File: config.mk
export PLATFORM = sky130hd
export DESIGN_NAME = bsmac_seq_ctrl
export DESIGN_NICKNAME = d
export VERILOG_FILES = /design/src/rtl/bsmac_pkg.sv /design/src/rtl/bsmac_bitcnt.sv /design/src/rtl/bsmac_seq_ctrl.sv
export SDC_FILE = /design/constraint.sdc
export NUM_CORES = 1
export LEC_CHECK = 0
export BUFFER_PORTS_ARGS = -buffer_cell sky130_fd_sc_hd__buf_4
export CORE_ASPECT_RATIO = 1.4
export CORE_MARGIN = 2
export CORE_UTILIZATION = 45
export DETAILED_ROUTE_END_ITERATION = 6
export PLACE_DENSITY = 0.81
export SLEW_MARGIN = 20
export SYNTH_ARGS = -nofsm -noshare
export SYNTH_HDL_FRONTEND = slang
export SYNTH_SLANG_ARGS = --single-unit
File: constraint.sdc
create_clock -name clk -period 5.33 [get_ports clk]
set_input_delay 0.533 -clock clk [delete_from_list [all_inputs] [get_ports clk]]
set_output_delay 0.533 -clock clk [all_outputs]
set_load 0.02 [all_outputs]
File: src/rtl/bsmac_pkg.sv
// bsmac_pkg: types and helpers shared by the bit-serial MAC sequencer.
//   state_e        : sequencer states
//   PREC_*         : prec_level encodings (3 aliases the 4-bit setting)
//   bits_for_prec  : bit cycles per element for a prec_level
//   ACC_W_DEF      : default MAC accumulator / result width
package bsmac_pkg;

    localparam int ACC_W_DEF = 20;

    typedef enum logic [2:0] {
        ST_IDLE,
        ST_LOAD,
        ST_RUN,
        ST_DRAIN,
        ST_DONE
    } state_e;

    localparam logic [1:0] PREC_8  = 2'd0;
    localparam logic [1:0] PREC_4  = 2'd1;
    localparam logic [1:0] PREC_2  = 2'd2;
    localparam logic [1:0] PREC_4A = 2'd3;

    function automatic logic [3:0] bits_for_prec(input logic [1:0] prec);
        logic [3:0] b;
        case (prec)
            PREC_8:  b = 4'd8;
            PREC_2:  b = 4'd2;
            default: b = 4'd4;  // PREC_4 and its alias PREC_4A
        endcase
        return b;
    endfunction

endpackage

File: src/rtl/bsmac_bitcnt.sv
// bsmac_bitcnt: bit-cycle counter for one element of a bit-serial MAC.
//   clk, rst : clock, synchronous active-high reset
//   clr      : restart at 0 (a new operand pair was loaded); wins over en
//   en       : advance one bit cycle; wraps to 0 after the terminal count
//   bits     : bit cycles per element (B)
//   tc       : counter sits on the last bit cycle (B-1)
module bsmac_bitcnt
    import bsmac_pkg::*;
(
    input  logic       clk,
    input  logic       rst,
    input  logic       clr,
    input  logic       en,
    input  logic [3:0] bits,
    output logic       tc
);

    logic [3:0] cnt_q, cnt_d;

    assign tc = (cnt_q == bits - 4'd1);

    always_comb begin
        cnt_d = cnt_q;
        if (clr)
            cnt_d = '0;
        else if (en)
            cnt_d = tc ? 4'd0 : cnt_q + 4'd1;
    end

    always_ff @(posedge clk) begin
        if (rst)
            cnt_q <= '0;
        else
            cnt_q <= cnt_d;
    end

endmodule

File: src/rtl/bsmac_seq_ctrl.sv
// bsmac_seq_ctrl: job sequencer between an operand buffer and a bit-serial MAC.
// A job (len elements, prec_level) is accepted in IDLE; each activation/weight
// pair is pulled over op_valid/op_ready, held on mac_act/mac_wgt for B bit
// cycles with mac_en high, then one DRAIN cycle lets the MAC fold its last
// product before mac_result is captured and offered on res_valid/res_ready.
//   clk, rst                 : clock, synchronous active-high reset
//   start, len, prec_level   : job request (sampled only in IDLE)
//   busy                     : not IDLE
//   op_valid/op_ready, op_act, op_wgt : operand stream
//   mac_act, mac_wgt, mac_en, mac_clr, mac_prec, mac_result : MAC interface
//   res_valid/res_ready, res_data     : result port
//   stall_cnt (BSMAC_SEQ_CTRL_PERF_EN only) : LOAD cycles with op_valid low,
//                              cleared on job acceptance, saturating
module bsmac_seq_ctrl
    import bsmac_pkg::*;
#(
    parameter int LEN_W = 8,
    parameter int ACC_W = ACC_W_DEF
) (
    input  logic             clk,
    input  logic             rst,
    input  logic             start,
    input  logic [LEN_W-1:0] len,
    input  logic [1:0]       prec_level,
    output logic             busy,
    input  logic             op_valid,
    output logic             op_ready,
    input  logic [7:0]       op_act,
    input  logic [7:0]       op_wgt,
    output logic [7:0]       mac_act,
    output logic [7:0]       mac_wgt,
    output logic             mac_en,
    output logic             mac_clr,
    output logic [1:0]       mac_prec,
    input  logic [ACC_W-1:0] mac_result,
    output logic             res_valid,
    input  logic             res_ready,
    output logic [ACC_W-1:0] res_data
`ifdef BSMAC_SEQ_CTRL_PERF_EN
    ,
    output logic [15:0]      stall_cnt
`endif
);

    state_e           state_q, state_d;
    logic [LEN_W-1:0] rem_q, rem_d;     // elements not yet pulled
    logic [1:0]       prec_q, prec_d;
    logic [7:0]       act_q, act_d;
    logic [7:0]       wgt_q, wgt_d;
    logic [ACC_W-1:0] res_q, res_d;

    logic [3:0] bits;
    logic       tc;
    logic       accept;
    logic       load_pair;

    assign accept    = (state_q == ST_IDLE) && start;
    assign bits      = bits_for_prec(prec_q);
    // In RUN the next pair is requested on the last bit cycle so a ready
    // operand follows with no bubble.
    assign op_ready  = (state_q == ST_LOAD) ||
                       ((state_q == ST_RUN) && tc && (rem_q != '0));
    assign load_pair = op_valid && op_ready;

    bsmac_bitcnt u_bitcnt (
        .clk  (clk),
        .rst  (rst),
        .clr  (load_pair),
        .en   (state_q == ST_RUN),
        .bits (bits),
        .tc   (tc)
    );

    always_comb begin
        state_d = state_q;
        rem_d   = rem_q;
        prec_d  = prec_q;
        act_d   = act_q;
        wgt_d   = wgt_q;
        res_d   = res_q;
        case (state_q)
            ST_IDLE: begin
                if (start) begin
                    rem_d   = len;
                    prec_d  = prec_level;
                    res_d   = '0;
                    state_d = (len == '0) ? ST_DONE : ST_LOAD;
                end
            end
            ST_LOAD: begin
                if (load_pair)
                    state_d = ST_RUN;
            end
            ST_RUN: begin
                if (tc) begin
                    if (rem_q == '0)
                        state_d = ST_DRAIN;
                    else if (!load_pair)
                        state_d = ST_LOAD;
                end
            end
            ST_DRAIN: begin
                res_d   = mac_result;
                state_d = ST_DONE;
            end
            ST_DONE: begin
                if (res_ready)
                    state_d = ST_IDLE;
            end
            default: state_d = ST_IDLE;
        endcase
        if (load_pair) begin
            act_d = op_act;
            wgt_d = op_wgt;
            rem_d = rem_q - LEN_W'(1);
        end
    end

    always_ff @(posedge clk) begin
        if (rst) begin
            state_q <= ST_IDLE;
            rem_q   <= '0;
            prec_q  <= '0;
            act_q   <= '0;
            wgt_q   <= '0;
            res_q   <= '0;
        end else begin
            state_q <= state_d;
            rem_q   <= rem_d;
            prec_q  <= prec_d;
            act_q   <= act_d;
            wgt_q   <= wgt_d;
            res_q   <= res_d;
        end
    end

    assign busy      = (state_q != ST_IDLE);
    assign mac_en    = (state_q == ST_RUN);
    // Clear is held for the whole reset and pulsed in the accepting cycle,
    // so the MAC is empty before the first enabled bit cycle.
    assign mac_clr   = rst || accept;
    assign mac_act   = act_q;
    assign mac_wgt   = wgt_q;
    assign mac_prec  = prec_q;
    assign res_valid = (state_q == ST_DONE);
    assign res_data  = res_q;

`ifdef BSMAC_SEQ_CTRL_PERF_EN
    logic [15:0] stall_q, stall_d;

    always_comb begin
        stall_d = stall_q;
        if (accept)
            stall_d = '0;
        else if ((state_q == ST_LOAD) && !op_valid && (stall_q != 16'hFFFF))
            stall_d = stall_q + 16'd1;
    end

    always_ff @(posedge clk) begin
        if (rst)
            stall_q <= '0;
        else
            stall_q <= stall_d;
    end

    assign stall_cnt = stall_q;
`endif

endmodule

Word-level counts from Yosys, hierarchy flattened
Index checks and enable logic that the tools add are counted.
{ "classes": {"reduce_logical": 20, "add_sub_neg": 3, "n_mux": 15, "n_eq_ne": 11} }
{ "ops": {"columns": ["op", "n"], "rows": [
  ["$pmux 20 s2", 1],
  ["$mux 8", 3],
  ["$mux 3", 7],
  ["$mux 20", 1],
  ["$logic_not 8->1", 2],
  ["$pmux 3 s5", 1],
  ["$pmux 4 s2", 1],
  ["$reduce_bool 8->1", 1],
  ["$sub 8x1->8 const B", 1],
  ["$eq 3x2->1 const B", 2],
  ["$reduce_and 2->1", 3],
  ["$reduce_bool 2->1", 3],
  ["$reduce_and 5->1", 1],
  ["$add 4x1->4 const B", 1],
  ["$eq 4x4->1", 1],
  ["$logic_and 1x1->1", 4],
  ["$mux 4", 1],
  ["$ne 2x1->1 const B", 2],
  ["$ne 2x2->1 const B", 2],
  ["$sub 4x1->4 const B", 1],
  ["$eq 3x1->1 const B", 1],
  ["$eq 3x3->1 const B", 1],
  ["$logic_not 3->1", 1],
  ["$ne 3x2->1 const B", 1],
  ["5 further kinds", 6]
]} }
{ "word_totals": {"out_inout_bits": 43, "input_bits": 51, "regBits": 53} }

Logic depth before layout (Yosys ltp)
Gate-level depths: netlist of the first run.
{ "logic_depth": {"depth_word": 12, "depth_mapped": 9, "mapped_depth_nobuf": 7} }

Hierarchy
A second synthesis of the first run with hierarchy kept.
{ "unflattened": {"cells_unflattened": 298, "hier_area_um2": 2551.2} }
{ "by_module_without_submodules": {"columns": ["mod", "n_inst", "seq_area_each_um2", "cells_per_inst", "area_per_inst_um2"], "rows": [
  ["bsmac_seq_ctrl", 1, 980.9, 268, 2272.2],
  ["bsmac_bitcnt", 1, 80.1, 30, 279.0]
]} }

Worst setup path before layout of the first run
Ideal clock, no wire load.
{ "synth_path": {"path_kind": "register to output", "from": "register prec_q[0], in the netlist mac_prec[0]", "to": "output port op_ready", "t_arrival_ns": 1.566, "path_stages_with_launch": 4, "setup_slack_ns": 3.231, "path_cell_list": "dfxtp_1 or4b_1 a31oi_4 a32o_1"} }
{ "synth_via": {"elab_chain_cells": 7, "elab_cells_between_ends": 8} }
{ "synth_rtl": {"columns": ["item", "line_no", "source"], "rows": [
  ["start: declaration", "bsmac_seq_ctrl.sv:47", "logic [1:0] prec_q, prec_d;"],
  ["start signal: assignment", "bsmac_seq_ctrl.sv:130", "prec_q <= prec_d;"],
  ["$eq 2x2->1 / $logic_not 2->1 (equally long branches)", "bsmac_pkg.sv:25", "case (prec)"],
  ["$pmux 4 s2 *", "bsmac_pkg.sv:25", null],
  ["$sub 4x1->4 *", "bsmac_bitcnt.sv:20", "assign tc = (cnt_q == bits - 4'd1);"],
  ["$eq 4x4->1 *", "bsmac_bitcnt.sv:20", null],
  ["$logic_and 1x1->1 * (2 in series)", "bsmac_seq_ctrl.sv:62", "((state_q == ST_RUN) && tc && (rem_q != '0));"],
  ["$logic_or 1x1->1 *", "bsmac_seq_ctrl.sv:61", "assign op_ready = (state_q == ST_LOAD) ||"],
  ["end: declaration", "bsmac_seq_ctrl.sv:27", "output logic op_ready,"]
]} }
Mark *: on every way between the ends. The rest lies on a longest branch, timed or not.

Worst setup path in the final report of the first run
{ "layout_path": {"from": "register state_q[0]", "to": "output port mac_clr"} }
{ "layout_via": {"elab_chain_cells": 3} }
{ "layout_rtl": {"columns": ["item", "line_no", "source"], "rows": [
  ["start: declaration", "bsmac_seq_ctrl.sv:45", "state_e state_q, state_d;"],
  ["start signal: assignment", "bsmac_seq_ctrl.sv:128", "state_q <= state_d;"],
  ["$logic_not 3->1", "bsmac_seq_ctrl.sv:57", "assign accept = (state_q == ST_IDLE) && start;"],
  ["$logic_and 1x1->1", "bsmac_seq_ctrl.sv:57", null],
  ["$logic_or 1x1->1", "bsmac_seq_ctrl.sv:141", "assign mac_clr = rst || accept;"],
  ["end: declaration", "bsmac_seq_ctrl.sv:33", "output logic mac_clr,"]
]} }
Every way passes these cells.

==> results of run 1 <==
==> synth_stat cells, types with 2 or more instances <==
library cell,number
buf_4,4
o21ai_2,2
a31oi_4,2
nand3b_1,3
nor2_1,12
nand2_1,61
nor3b_1,4
a21boi_0,2
nor3_1,3
nor4_1,2
buf_6,3
a22oi_1,3
nand2b_1,4
a211oi_1,2
mux2i_1,2
nand3_1,20
and3_1,2
clkbuf_1,12
inv_1,7
ha_1,3
a32oi_1,6
dfxtp_1,53
a21oi_1,50
==> cells by family after synthesis <==
group / after synthesis
buf+inv: 29
xor+xnor: 1
compound gates: 81
mux: 2
fa+ha+maj: 3
simple gates: 122
flops: 53
==> state kept, by name (all words and copies together) (netlist names) <==
register / count
res_data: 20
mac_act: 8
mac_wgt: 8
rem_q: 8
u_bitcnt.cnt_q: 4
state_q: 3
mac_prec: 2
==> where the power goes <==
group / internal (µW) / switching (µW) / leakage [µW]
registers: 451 / 53.5 / 0.000431
clock network: 187 / 132 / 0.0000681
logic: 193 / 308 / 0.000797
==> cells in the final DEF, fill, tap and decap left out, types with 2 or more instances in the layout <==
| cell | netlist | final |
|---|---|---|
| a32oi_1 | 6 | 6 |
| dfxtp_1 | 53 | 53 |
| nand2_1 | 61 | 61 |
| inv_1 | 7 | 7 |
| a21boi_0 | 2 | 2 |
| o21ai_2 | 2 | 2 |
| buf_4 | 4 | 94 |
| nand3_1 | 20 | 20 |
| a211oi_1 | 2 | 2 |
| nor2_1 | 12 | 12 |
| bufinv_16 | 0 | 2 |
| clkbuf_8 | 0 | 5 |
| nor3_1 | 3 | 3 |
| nand3b_1 | 3 | 3 |
| a31oi_4 | 2 | 2 |
| nand2b_1 | 4 | 4 |
| and3_1 | 2 | 2 |
| mux2i_1 | 2 | 2 |
| a21oi_1 | 50 | 50 |
| a22oi_1 | 3 | 3 |
| nor3b_1 | 4 | 3 |
| ha_1 | 3 | 3 |
| nor4_1 | 2 | 2 |
==> area by class of cell <==
type	count	area share, %
clock buffer	5	2.13
inverter	8	0.931
sequential	53	32.9
clock inverter	3	2.02
multi-input combinational	209	37.6
tap	66	2.56
timing repair buffer	94	21.9
==> per-layer routing <==
layer	vias up	GRT usage, %	share of wire [%]
met1	1091	27.6	41
met5	-	0	0
met4	0	7.12	1.6
li1	1188	-	-
met2	73	34.8	52
met3	8	3.99	5.6
==> how the worst max path moves through the flow <==
stage / from / endpoint / slack [ns] / cells after the start
4_1_cts: state_q[0] / mac_clr / 2.44 / 4
5_1_grt: state_q[0] / mac_clr / 2.24 / 4
3_5_place_dp: state_q[0] / mac_clr / 2.79 / 4
2_1_floorplan: mac_prec[0] / op_ready / 3.23 / 3
6_report: state_q[0] / mac_clr / 2.49 / 4
3_3_place_gp: state_q[0] / mac_clr / 2.90 / 4
==> worst max-delay path, cell delays in order (launching register included) <==
cell	delay, ns
dfxtp_1	0.42
nor3_1	0.45
nand2_1	0.66
nand2b_1	0.30
buf_4	0.17
==> through the flow <==
stage,std cells,power (µW),worst slack (ns),hold slack (ns),cell area [µm²]
final,438,1320,2.49,0.459,3230
after global routing,438,1410,2.24,0.451,3230
after CTS,438,1330,2.44,0.459,3230
after detailed placement,430,1010,2.79,0.449,3090
after global placement,430,1000,2.90,0.441,3090
after floorplan,291,873,3.23,0.440,2420
==> results.sh, run 1 <==
export IMPL_synth_top_family_by_area="simple AND/OR/NAND/NOR gates"
export IMPL_clk_path_buf_depth=2
export IMPL_reg2reg_from="rem_q[0]"
export IMPL_synth_xor_area_share_pct=0.363
export IMPL_post_drt_via_cell_ratio=5.39
export IMPL_netlist_instances=291
export IMPL_status="completed"
export IMPL_final_max_slew_viol_count=0
export IMPL_drt_pass1_iterations=4
export IMPL_leakagePower_uw=0.00130
export IMPL_core_area_mm2=0.00516
export IMPL_drt_first_iter_violations=82
export IMPL_tritoncts="done"
export IMPL_area_growth_pct=33.5
export IMPL_reg2reg_depth=7
export IMPL_clock_sinks=53
export IMPL_yosysTopAreaCell="dfxtp_1"
export IMPL_cts_resized=0
export IMPL_diodes=0
export IMPL_totalNegativeSetupSlack_ns=0
export IMPL_whs_endpoint="mac_act[0]"
export IMPL_worstHoldStart="mac_act[0]"
export IMPL_synthMuxAreaShare_pct=0.829
export IMPL_start_util_pct=46.8
export IMPL_r2r_setup_slack_ns=2.79
export IMPL_route_detailed_drc=0
export IMPL_vias=2360
export IMPL_ys_seq_elements=53
export IMPL_htreeDepth=2
export IMPL_multi_input_area_mm2=0.00121
export IMPL_syn_cell_area_mm2=0.00242
export IMPL_synth_ff_type="dfxtp_1"
export IMPL_arrival_ns=2.31
export IMPL_synthTopCellsByArea="dfxtp_1 (44%), a21oi_1 (10%), nand2_1 (9.5%)"
export IMPL_clk_pin_slew_ns=0.10
export IMPL_fill_cells=470
export IMPL_place_hpwl_um=4350
export IMPL_yosysSeqAreaShare_pct=43.9
export IMPL_start_kind="flop"
export IMPL_grt_overflow=0
export IMPL_hold_depth=2
export IMPL_ant_nets=0
export IMPL_maxCapViolations=0
export IMPL_syn_area_per_cell_um2=8.30
export IMPL_grt_total_usage_pct=21.3
export IMPL_yosys_area_share_simple_pct=24.8
export IMPL_relSlewSlack_pct=32.8
export IMPL_cts_buffers=5
export IMPL_portBuffers=93
export IMPL_crit_path_end_kind="output pin"
export IMPL_ir_worst_vdd_uv=193
export IMPL_cts_setup_buffers=0
export IMPL_antenna_found_initial=0
export IMPL_ys_warn_count=0
export IMPL_gp_congestion=0.828
export IMPL_syn_nets=345
export IMPL_drt_total_wl_um=6140
export IMPL_synthAdderAreaFrac_pct=1.55
export IMPL_fmax_ghz=0.352
export IMPL_holdBufCountCts=0
export IMPL_grt_pass1_wl_um=10100
export IMPL_drive_above_1_share_pct=30.9
export IMPL_ff_latch_area_mm2=0.00106
export IMPL_rsz0062_at_grt="false"
export IMPL_final_util_pct=62.5
export IMPL_critical_path_class="flop to output pin"
export IMPL_nets=425
export IMPL_setup_viol=0
export IMPL_fin_crit_ns=2.84
export IMPL_synth_top_area_share_pct=43.9
export IMPL_rows=31
export IMPL_worstPathRequired_ns=4.80
export IMPL_skew_ns=0.0110
export IMPL_synth_cell_types=52
export IMPL_grt_pass1_vias=2143
export IMPL_hold_viol_final=0
export IMPL_io_pins=94
export IMPL_r2r_end="rem_q[0]"
export IMPL_cts_root_buf="clkbuf_8"
export IMPL_clock_latency_ns=0.31
export IMPL_powerDensity_mw_per_mm2=411
export IMPL_cp_max_fo=28
export IMPL_min_path_type="flop to flop"
export IMPL_fp_dieArea_mm2=0.00598
export IMPL_period_share_pct=53.4
export IMPL_grt_max_degree=53
export IMPL_wl_per_cell_um=14.0
export IMPL_synth_compound_area_share_pct=22.5
export IMPL_die_h_um=90.7
export IMPL_async_flop_share_pct=0
export IMPL_die_x_um=65.9
export IMPL_synth_edf_count=0
export IMPL_worstMarginPinSlew_ns=1.01
Note: power is estimated with default switching activity, not from simulation.
==> run 2: changes to the inputs <==
- clock period: 5.33 -> 2.7 ns (I/O delays scaled with it)
==> results.sh, run 2 (synthesis gave the netlist of run 1 again) <==
export IMPL_post_drt_via_cell_ratio=5.44
export IMPL_place_hpwl_um=4620
export IMPL_portBuffers=93
export IMPL_drt_pass1_iterations=4
export IMPL_rsz0062_at_grt="false"
export IMPL_min_path_type="input port to flop"
export IMPL_worstMarginPinSlew_ns=0.832
export IMPL_drt_total_wl_um=6300
export IMPL_final_util_pct=62.6
export IMPL_critical_path_class="flop to output pin"
export IMPL_die_x_um=65.9
export IMPL_start_kind="flop"
export IMPL_grt_overflow=0
export IMPL_grt_pass1_vias=2256
export IMPL_final_max_slew_viol_count=0
export IMPL_grt_total_usage_pct=21.7
export IMPL_rows=31
export IMPL_period_share_pct=87.3
export IMPL_cp_slowest_cell="nand2_1"
export IMPL_grt_max_degree=53
export IMPL_wl_per_cell_um=14.3
export IMPL_core_area_mm2=0.00516
export IMPL_clk_path_buf_depth=2
export IMPL_fin_crit_ns=2.36
export IMPL_whs_ns=0.202
export IMPL_ir_worst_vdd_uv=504
export IMPL_cp_max_fo=17
export IMPL_arrival_ns=2.09
export IMPL_htreeDepth=2
export IMPL_route_detailed_drc=0
export IMPL_grt_pass1_wl_um=10300
export IMPL_r2r_end="mac_act[0]"
export IMPL_crit_path_end_kind="output pin"
export IMPL_clk_pin_slew_ns=0.11
export IMPL_fmax_ghz=0.424
export IMPL_skew_ns=0.0164
export IMPL_tritoncts="done"
export IMPL_status="completed"
export IMPL_cts_buffers=5
export IMPL_hold_viol_final=0
export IMPL_io_pins=94
export IMPL_critPathMaxStageDelay_ns=0.53
export IMPL_drt_first_iter_violations=139
export IMPL_cts_setup_buffers=0
export IMPL_totalNegativeSetupSlack_ns=0
export IMPL_relSlewSlack_pct=44.4
export IMPL_finalPower_uw=2560
export IMPL_area_growth_pct=33.7
export IMPL_reg2reg_from="state_q[1]"
export IMPL_setup_viol=0
export IMPL_clock_sinks=53
export IMPL_fp_dieArea_mm2=0.00598
export IMPL_layout_common_cells="buf_4 (97), nand2_1 (61), dfxtp_1 (53)"
export IMPL_maxCapViolations=0
export IMPL_cts_root_buf="clkbuf_8"
export IMPL_endpoint="mac_clr"
export IMPL_drive_above_1_share_pct=31.5
export IMPL_clock_latency_ns=0.31
export IMPL_final_area_mm2=0.00323
export IMPL_placed_area_mm2=0.00311
export IMPL_holdBufCountCts=0
export IMPL_nets=428
export IMPL_powerDensity_mw_per_mm2=794
export IMPL_worstPathRequired_ns=2.43
export IMPL_vias=2398
export IMPL_ant_nets=0
export IMPL_cts_resized=0
export IMPL_final_common_cell="buf_4"
export IMPL_diodes=0
export IMPL_crit_chain="nor3_1 > nand2_1 > nand2b_1 > buf_4"
export IMPL_gp_congestion=0.850
export IMPL_antenna_found_initial=0
export IMPL_start_util_pct=46.8
export IMPL_largest_reg_flops=20
export IMPL_die_h_um=90.7
export IMPL_reg2reg_depth=6
export IMPL_crit_start="state_q[0]"
export IMPL_r2r_setup_slack_ns=0.45
export IMPL_leakagePower_uw=0.00130
[run 2: changes by cell type in the layout (fill, tap and decap cells not counted), sizes merged]
cell / before / now
clkinvlp: 0 / 1
bufinv: 2 / 1
buf: 94 / 97
[run 2: final cells by class]
type,instances,area [µm²]
flip-flops and latches,53,1060
fillers,455,1930
repair buffers,97,728
clock inverters,3,46.3
clock buffers,5,68.8
well taps,66,82.6
multi-input cells,209,1210
inverters,8,30.0
[run 2: worst min path at each step]
stage | from | slack, ns | cells after the start | end
after floorplan | op_wgt[0] | 0.41 | 2 | mac_wgt[0]
after global placement | mac_act[1] | 0.44 | 2 | mac_act[1]
after detailed placement | mac_act[6] | 0.45 | 2 | mac_act[6]
after CTS | mac_result[8] | 0.19 | 3 | res_data[8]
after global routing | op_act[4] | 0.19 | 3 | mac_act[4]
final | mac_result[8] | 0.20 | 3 | res_data[8]
[run 2: stage by stage]
| stage | cells | setup slack [ns] |
|---|---|---|
| global route | 441 | 0.144 |
| CTS | 441 | 0.334 |
| floorplan | 291 | 0.847 |
| global placement | 433 | 0.519 |
| finish | 441 | 0.342 |
| detailed placement | 433 | 0.448 |
[run 2: power by group]
group	switching [µW]	internal [µW]	total, µW
registers	107	890	997
clock network	268	278	546
logic	622	399	1020
[run 2: worst max-delay path, delay by kind of cell, from the launching register on]
family / cells / cell delay (ns)
DFF: 1 / 0.42
and+or+nand+nor: 3 / 1.21
buffers and inverters: 1 / 0.16
[run 2: per-layer routing]
layer  global-route usage, %  vias up  part of all wire [%]
li1                        -     1194                     -
met1                    24.9     1112                    39
met2                    38.0       80                    53
met3                    4.24       12                   5.1
met4                    9.03        0                   2.3
met5                       0        -                     0
==> run 3: changes to the inputs <==
- PLACE_DENSITY: 0.81 -> 0.76
==> results.sh, run 3 (synthesis gave the netlist of run 1 again) <==
export IMPL_status="completed"
export IMPL_worstMarginPinSlew_ns=0.813
export IMPL_start_kind="flop"
export IMPL_area_growth_pct=33.5
export IMPL_cts_setup_buffers=0
export IMPL_antenna_found_initial=0
export IMPL_clock_latency_ns=0.31
export IMPL_wl_per_cell_um=13.8
export IMPL_layout_common_cells="buf_4 (99), nand2_1 (61), dfxtp_1 (53)"
export IMPL_min_path_type="input port to flop"
export IMPL_fill_cells=474
export IMPL_largest_reg_flops=20
export IMPL_cp_max_fo=13
export IMPL_worstHoldStart="mac_result[13]"
export IMPL_hold_viol_final=0
export IMPL_htreeDepth=2
export IMPL_route_detailed_drc=0
export IMPL_grt_overflow=0
export IMPL_fin_crit_ns=2.28
export IMPL_top_layer_used="met4"
export IMPL_powerDensity_mw_per_mm2=770
export IMPL_post_drt_via_cell_ratio=5.42
export IMPL_skew_ns=0.00679
export IMPL_relSlewSlack_pct=45.6
export IMPL_critical_path_class="flop to output pin"
export IMPL_clk_path_buf_depth=2
export IMPL_arrival_ns=2.01
export IMPL_tritoncts="done"
export IMPL_cp_slowest_cell="nor3_1"
export IMPL_rows=31
export IMPL_holdBufCountCts=0
export IMPL_final_area_mm2=0.00323
export IMPL_final_max_slew_viol_count=0
export IMPL_leakagePower_uw=0.00130
export IMPL_io_pins=94
export IMPL_core_area_mm2=0.00516
export IMPL_place_hpwl_um=4590
export IMPL_setup_viol=0
export IMPL_drt_first_iter_violations=86
export IMPL_multi_input_area_mm2=0.00121
export IMPL_cts_root_buf="clkbuf_8"
export IMPL_grt_total_usage_pct=20.8
export IMPL_die_x_um=65.9
export IMPL_fp_dieArea_mm2=0.00598
export IMPL_start_util_pct=46.8
export IMPL_whs_endpoint="res_data[13]"
export IMPL_ant_nets=0
export IMPL_drt_pass1_iterations=4
export IMPL_r2r_end="rem_q[5]"
export IMPL_grt_pass1_vias=2129
export IMPL_crit_chain="nor3_1 > nand2_1 > nand2b_1 > buf_4"
export IMPL_cts_buffers=5
export IMPL_portBuffers=93
export IMPL_dr_wl_met3_um=350
export IMPL_reg2reg_from="state_q[1]"
export IMPL_ir_worst_vdd_uv=353
export IMPL_period_share_pct=84.4
export IMPL_gp_congestion=0.785
export IMPL_r2r_setup_slack_ns=0.54
export IMPL_critPathMaxStageDelay_ns=0.47
export IMPL_maxCapViolations=0
export IMPL_routed_wl_met2_um=3200
export IMPL_crit_path_end_kind="output pin"
export IMPL_worstPathRequired_ns=2.43
export IMPL_diodes=0
export IMPL_clock_sinks=53
export IMPL_hold_depth=3
export IMPL_reg2reg_depth=6
export IMPL_grt_pass1_wl_um=9860
export IMPL_drt_total_wl_um=6110
export IMPL_clk_pin_slew_ns=0.10
export IMPL_rsz0062_at_grt="false"
export IMPL_final_common_cell="buf_4"
export IMPL_grt_max_degree=31
export IMPL_vias=2401
export IMPL_finalPower_uw=2480
export IMPL_totalNegativeSetupSlack_ns=0
export IMPL_placed_area_mm2=0.00313
export IMPL_ff_latch_area_mm2=0.00106
export IMPL_die_h_um=90.7
export IMPL_drive_above_1_share_pct=31.8
export IMPL_routedLengthMet1_um=2460
export IMPL_fmax_ghz=0.439
export IMPL_cts_resized=0
export IMPL_nets=430
-- run 3: cell count changes in the layout (fill, tap and decap cells not counted), sizes merged --
cell | previous run | this run
buf | 97 | 99
bufinv | 1 | 0
clkbuf | 5 | 6
clkinv | 2 | 3
clkinvlp | 1 | 0
-- run 3: cell type report --
| type | instances | area share [%] |
|---|---|---|
| tap | 66 | 2.56 |
| inverter | 8 | 0.931 |
| timing repair buffer | 99 | 23.0 |
| clock inverter | 2 | 0.427 |
| clock buffer | 6 | 2.56 |
| sequential | 53 | 32.9 |
| multi-input combinational | 209 | 37.6 |
-- run 3: worst max-delay path by stage --
stage | start | endpoint | slack, ns | depth (start not counted)
floorplan | mac_prec[0] | rem_q[3] | 0.85 | 6
global placement | state_q[1] | rem_q[5] | 0.63 | 6
detailed placement | state_q[1] | rem_q[5] | 0.57 | 6
CTS | state_q[0] | mac_clr | 0.40 | 4
global route | state_q[0] | mac_clr | 0.27 | 4
finish | state_q[0] | mac_clr | 0.42 | 4
-- run 3: report_power, final --
part	leakage, µW	internal (µW)	switching (µW)
Sequential	0.000431	890	107
Combinational	0.000821	408	611
Clock	0.0000512	208	259
-- run 3: worst max-delay path, delay by kind of cell (launching register included) --
family | cells | cell delay [ns]
and+or+nand+nor | 3 | 1.12
DFF | 1 | 0.42
buffers and inverters | 1 | 0.16
-- run 3: per-stage QoR --
stage	hold WS [ns]	util [%]	worst slack [ns]	instances
detailed placement	0.451	60.7	0.572	435
global placement	0.443	60.7	0.628	435
floorplan	0.406	-	0.847	291
CTS	0.191	62.5	0.401	443
finish	0.193	62.5	0.422	443
global route	0.194	62.5	0.272	443
-- run 3: routing by layer --
layer  track usage, %  vias up
met4             7.99        0
li1                 -     1200
met5                0        -
met3             5.74       12
met2             34.9       68
met1             24.5     1121
